### src/rtl/fetch_stage.sv
// rtl/fetch_stage.sv - instruction fetch stage: PC, imem addressing, IF/ID register (optional FETCH_PERF_COUNTERS_EN)
module fetch_stage #(
  parameter int N         = 24,
  parameter int MEM_DEPTH = 1025
) (
  input  logic         clk,
  input  logic         rst_n,
  input  logic         stall,
  input  logic         flush,
  input  logic         branch_taken,
  input  logic [N-1:0] branch_target,
  output logic [N-1:0] imem_addr,
  input  logic [N-1:0] imem_instr,
  output logic [N-1:0] if_id_instr,
  output logic [N-1:0] if_id_pc,
  output logic         if_id_valid,
  output logic         fetch_fault
`ifdef FETCH_PERF_COUNTERS_EN
  ,
  output logic [31:0]  fetch_count,
  output logic [31:0]  stall_count
`endif
);

  // One extra bit so a MEM_DEPTH of exactly 2**N still compares correctly.
  localparam logic [N:0]   depth_w = (N+1)'(MEM_DEPTH);
  localparam logic [N-1:0] last_pc = N'(MEM_DEPTH - 1);

  logic [N-1:0] pc;
  logic [N-1:0] pc_next;
  logic         target_oor;
  logic         load_if_id;
  logic         clear_if_id;

  assign imem_addr = pc;

  // Redirect/advance decision; branch outranks stall, flush only touches IF/ID.
  always_comb begin
    pc_next     = pc;
    target_oor  = ({1'b0, branch_target} >= depth_w);
    clear_if_id = branch_taken | flush;
    load_if_id  = !branch_taken && !stall && !flush;
    if (branch_taken) begin
      pc_next = target_oor ? '0 : branch_target;
    end else if (!stall) begin
      pc_next = (pc == last_pc) ? '0 : pc + 1'b1;
    end
  end

  // PC, IF/ID pipeline register and sticky fault flag.
  always_ff @(posedge clk or negedge rst_n) begin
    if (!rst_n) begin
      pc          <= '0;
      if_id_instr <= '0;
      if_id_pc    <= '0;
      if_id_valid <= 1'b0;
      fetch_fault <= 1'b0;
    end else begin
      pc <= pc_next;
      if (clear_if_id) begin
        if_id_instr <= '0;
        if_id_pc    <= '0;
        if_id_valid <= 1'b0;
      end else if (load_if_id) begin
        if_id_instr <= imem_instr;
        if_id_pc    <= pc;
        if_id_valid <= 1'b1;
      end
      if (branch_taken && target_oor) begin
        fetch_fault <= 1'b1;
      end
    end
  end

`ifdef FETCH_PERF_COUNTERS_EN
  // Saturating counters of delivered instructions and stalled edges.
  always_ff @(posedge clk or negedge rst_n) begin
    if (!rst_n) begin
      fetch_count <= '0;
      stall_count <= '0;
    end else begin
      if (load_if_id && fetch_count != 32'hffff_ffff) begin
        fetch_count <= fetch_count + 32'd1;
      end
      if (stall && !branch_taken && stall_count != 32'hffff_ffff) begin
        stall_count <= stall_count + 32'd1;
      end
    end
  end
`endif

endmodule

### config.mk
export PLATFORM = sky130hd
export DESIGN_NAME = fetch_stage
export DESIGN_NICKNAME = d
export VERILOG_FILES = /design/src/rtl/fetch_stage.sv
export SDC_FILE = /design/constraint.sdc
export NUM_CORES = 1
export LEC_CHECK = 0
export CORE_ASPECT_RATIO = 1.4
export CORE_MARGIN = 2
export CORE_UTILIZATION = 44
export DETAILED_ROUTE_END_ITERATION = 16
export GPL_TIMING_DRIVEN = 0
export PLACE_DENSITY = 0.84
export SETUP_SLACK_MARGIN = 0.2
export SKIP_CTS_REPAIR_TIMING = 1
export SLEW_MARGIN = 40
export SYNTH_ARGS = -nofsm -noshare
export SYNTH_HDL_FRONTEND = slang
export SYNTH_SLANG_ARGS = --single-unit
### constraint.sdc
create_clock -name clk -period 2.27 [get_ports clk]
set_clock_uncertainty 0.2 [all_clocks]
set_input_delay 0.454 -clock clk [delete_from_list [all_inputs] [get_ports clk]]
set_output_delay 0.454 -clock clk [all_outputs]
set_load 0.01 [all_outputs]
# == Yosys cells after proc, flatten, opt, wreduce, memory -nomap -nowiden ==
# Index checks and enable logic that the tools add are counted.
# word_totals
regBits,74
inputBits,53
output_inout_bits,74
wordCells,27
# classes
addsub,1
magnitude_cmp,1
n_eq_ne,2
mux,10
bitwise_logic,1
reduce_logical,7
# op_table
op,n
24-bit 2-to-1 mux,8
24-bit by 1-bit adder with 24-bit output (second input constant),1
24-bit by 11-bit equality test with 1-bit output (second input constant),1
24-bit by 11-bit >= comparator with 1-bit output (second input constant),1
1-bit logical AND,3
1-bit logical NOT,3
1-bit 2-to-1 mux,2
2-bit by 1-bit != test with 1-bit output (second input constant),1
2-bit nonzero test,1
1-bit OR,1

# == Logic depth before layout (Yosys ltp) ==
# depth
word_depth,5
depth_mapped,9
mapped_depth_nobuf,7

# == Worst setup path before layout ==
# No wires, ideal clock.
# synth_path
path_kind,register -> register
startpoint,reg pc[0] (netlist: imem_addr[0])
endpoint,reg pc[16] (netlist: imem_addr[16])
setup_time_ns,0.125
arrival_time_ns,1.729
t_required_ns,1.945
slack_ns,0.216
path_stages_with_launch,10
path_buffers,2
period_less_slack_ns,2.054
path_cell_list,dfrtp_1 > inv_1 > ha_1 > nor4b_1 > nand4_1 > o21a_1 > buf_2 > buf_2 > a21oi_1 > o22ai_1
# synth_between
elab_chain_cells,4
elab_cells_between_ends,5
classes_between,1 x add/sub; 1 x eq/ne; 3 x mux
# synth_lines
item,line_no,source
start: declaration,29,logic [N-1:0] pc;
start signal: assignment,59,pc <= pc_next;
24-bit by 1-bit adder with 24-bit output / 24-bit by 11-bit equality test with 1-bit output (equally long branches),46,pc_next = (pc == last_pc) ? '0 : pc + 1'b1;
24-bit 2-to-1 mux *,46,
24-bit 2-to-1 mux *,45,end else if (!stall) begin
24-bit 2-to-1 mux *,43,if (branch_taken) begin
# Mark *: on every way between the ends. The rest lies on a longest branch, timed or not. The select of a mux whose other input is x is not followed.
# A chain may end at the register's enable or synchronous reset.

# == Final worst setup path ==
# layout_path
startpoint,reg pc[11] (netlist: imem_addr[11])
endpoint,reg pc[16] (netlist: imem_addr[16])
# The elaborated chain is that of the path after synthesis.

==> metrics.cfg <==
[global_route]
grt-ovfl-total=0
antenna_found_initial=0
grt_pass1_wl_um=15230
grt_pass1_vias=3061
track_usage_pct=23.65
grt_max_degree=54

[sta]
hold_viol=0
fin_ws_ns=0.04913
rsz0062_at_grt=yes
tightest_slew_ns=0.5175
slew_viol_final=0
max_slew_margin_pct=65.24
fin_hold_ws_ns=0.2919
fin_crit_ns=2.221
max_freq_ghz=0.4503
finalSetupViolCount=0
period_share_pct=97.84

[yosys]
ys_warn_count=0
synth-seq-cells=74
synthCells=298
yosysMostFrequentCell=dfrtp_1
synth_cell_types=43
syn_nets=353
synthTopCellsByCount=dfrtp_1, a22o_1, nand3_1, nand2_1, clkbuf_1
ys_seq_area_share_pct=56.42
synth.area.top_cells=dfrtp_1, a22o_1, nand3_1
synth.avg_cell_area_um2=11.01
synth-main-ff-cell=dfrtp_1
synth_top_area_share_pct=56.42
yosysTopAreaCell=dfrtp_1
syn_area_mm2=0.003282
ys_async_sr_fraction_pct=100.0
synth_edf_count=0

[setup_path]
worstSetupEndpointType=register
regToRegStartpoint=imem_addr[11]$_DFFE_PN0P_
rrSetupSlack_ns=0.05
crit_arrival_ns=2.25
critPathRequiredTime_ns=2.30
r2r_cells=8
start_kind=register
r2r_end=imem_addr[16]$_DFFE_PN0P_
crit_fanout=11
critPathKind=register to register

[finish]
drive_gt1_share_pct=18.82
stdcell_count=554
syn2layout_area_growth_pct=58.98
diodes=0
nNetsFinal=507
design_area_mm2=0.005218
fillers=561

[floorplanning]
die_x_um=76.99
start_util_pct=44.87
die_h_um=106.2
ios=127
coreArea_mm2=0.007315
die_area_mm2=0.008175
num_rows=37

[power]
clockPowerShare_pct=40.4
p_int_mw=2.160
p_sw_uw=647.0
leakagePower_nw=2.234
powerDensity_mw_per_mm2=538.0
p_sw_share_pct=23.05
power_frac_seq_pct=48.3
combPwrFrac_pct=11.3
vdd_ir_drop_max_mv=0.5435

[clocking]
cts_tree=yes
root_buffer=clkbuf_8
cts_made_buffers=9
clock_latency_ns=0.36
cts_max_level=3
cts_buffer_depth=2
path_clk_slew_ns=0.07
clock_sinks=74

[place]
place_area_mm2=0.004693
port_buffers=126
dpl_worst_slack_ns=-0.7304
gp_congestion=0.8451
dp_hpwl_um=7078
dp.cells=522

[drt]
drcViolationCount=0
routed_wl_um=10220
ant_nets=0
vias=3258
dr.pass1.iters=5
detail_route.wl_per_cell_um=18.45
viasPerCell=5.881
drt_iter0_markers=240

[outcome]
outcome=completed

[min_path]
hold_start=if_id_valid$_DFFE_PN0P_
hold_class=register to register
min_to=if_id_valid$_DFFE_PN0P_
whs_path_depth=1

[flow_run]
max_cap_violations=0

## sequential cells by signal, summed over array words and instances, names as in the netlist
name / cells
if_id_valid: 1
fetch_fault: 1
if_id_instr: 24
if_id_pc: 24
imem_addr: 24
## power by group through the flow
stage                     logic (mW)  clock network, mW  registers [mW]
after global routing           0.339               1.20            1.36
after global placement         0.263                  0            1.38
after detailed placement       0.276                  0            1.38
after floorplan               0.0709                  0            1.39
after CTS                      0.277               1.14            1.36
final                          0.318               1.13            1.36
## stage by stage
stage | TNS [ns] | total power [mW] | utilization [%]
5_1_grt | -0.02433 | 2.898 | 71.33
2_1_floorplan | 0 | 1.459 | -
4_1_cts | -6.678 | 2.771 | 67.16
3_3_place_gp | -165.07 | 1.644 | 63.77
3_5_place_dp | -27.08 | 1.658 | 64.16
6_report | 0 | 2.807 | 71.33
## worst max-delay path by stage
stage	slack (ns)	cells past startpoint	startpoint	endpoint
2_1_floorplan	0.22	9	imem_addr[0]$_DFFE_PN0P_	imem_addr[16]$_DFFE_PN0P_
3_3_place_gp	-1.90	1	rst_n	imem_addr[3]$_DFFE_PN0P_
3_5_place_dp	-0.73	6	stall	if_id_instr[4]$_DFFE_PN0P_
4_1_cts	-0.38	6	stall	if_id_instr[4]$_DFFE_PN0P_
5_1_grt	-0.02	8	imem_addr[11]$_DFFE_PN0P_	imem_addr[16]$_DFFE_PN0P_
6_report	0.05	8	imem_addr[11]$_DFFE_PN0P_	imem_addr[16]$_DFFE_PN0P_
## kinds of logic after synthesis
group	synth area share (%)
DFF	56.42
adders and majority gates	0.7624
and+or+nand+nor	14.64
xor gates and xnor gates	1.335
buffers and inverters	3.774
AOI/OAI and AO/OA	23.07
## placed cells by master (no fill, tap or decap), types with 3 or more instances in the layout
master | synthesis | final
a21oi_1 | 10 | 5
a21oi_2 | 0 | 4
a22o_1 | 48 | 48
a31oi_1 | 11 | 11
a41oi_1 | 3 | 3
buf_4 | 0 | 15
clkbuf_1 | 15 | 10
clkbuf_2 | 1 | 7
clkbuf_8 | 0 | 10
clkdlybuf4s50_1 | 0 | 124
dfrtp_1 | 74 | 58
dfrtp_2 | 0 | 16
inv_1 | 9 | 7
nand2_1 | 17 | 16
nand3_1 | 18 | 17
nand4_1 | 5 | 5
nor2_1 | 14 | 13
nor3_1 | 6 | 5
nor4_1 | 9 | 5
nor4_2 | 0 | 4
o21ai_0 | 14 | 13
xnor2_1 | 3 | 3
## critical path, stage by stage (launching register included)
cell	delay [ns]
dfrtp_1	0.37
buf_2	0.19
nor4_2	0.28
nand4_1	0.27
o21a_1	0.28
buf_6	0.15
buf_8	0.14
a21oi_2	0.13
o22ai_1	0.10
## cell type report
class / count / area [um2] / area share, %
clock buffers: 11 / 141.4 / 2.710
well taps: 97 / 121.4 / 2.326
repair buffers: 143 / 1433 / 27.46
multi-input cells: 193 / 1416 / 27.15
inverters: 9 / 33.78 / 0.6475
plain buffers: 22 / 122.6 / 2.350
clock inverters: 5 / 77.57 / 1.487
flip-flops and latches: 74 / 1872 / 35.88
## per-layer routing
metal / GRT usage, % / vias to the layer above / wire (um)
li1: - / 1444 / -
met1: 28.34 / 1570 / 3824
met2: 41.54 / 206 / 5272
met3: 2.801 / 38 / 684
met4: 12.50 / 0 / 437
met5: 0 / - / 0
(Power assumes the default switching activity.)
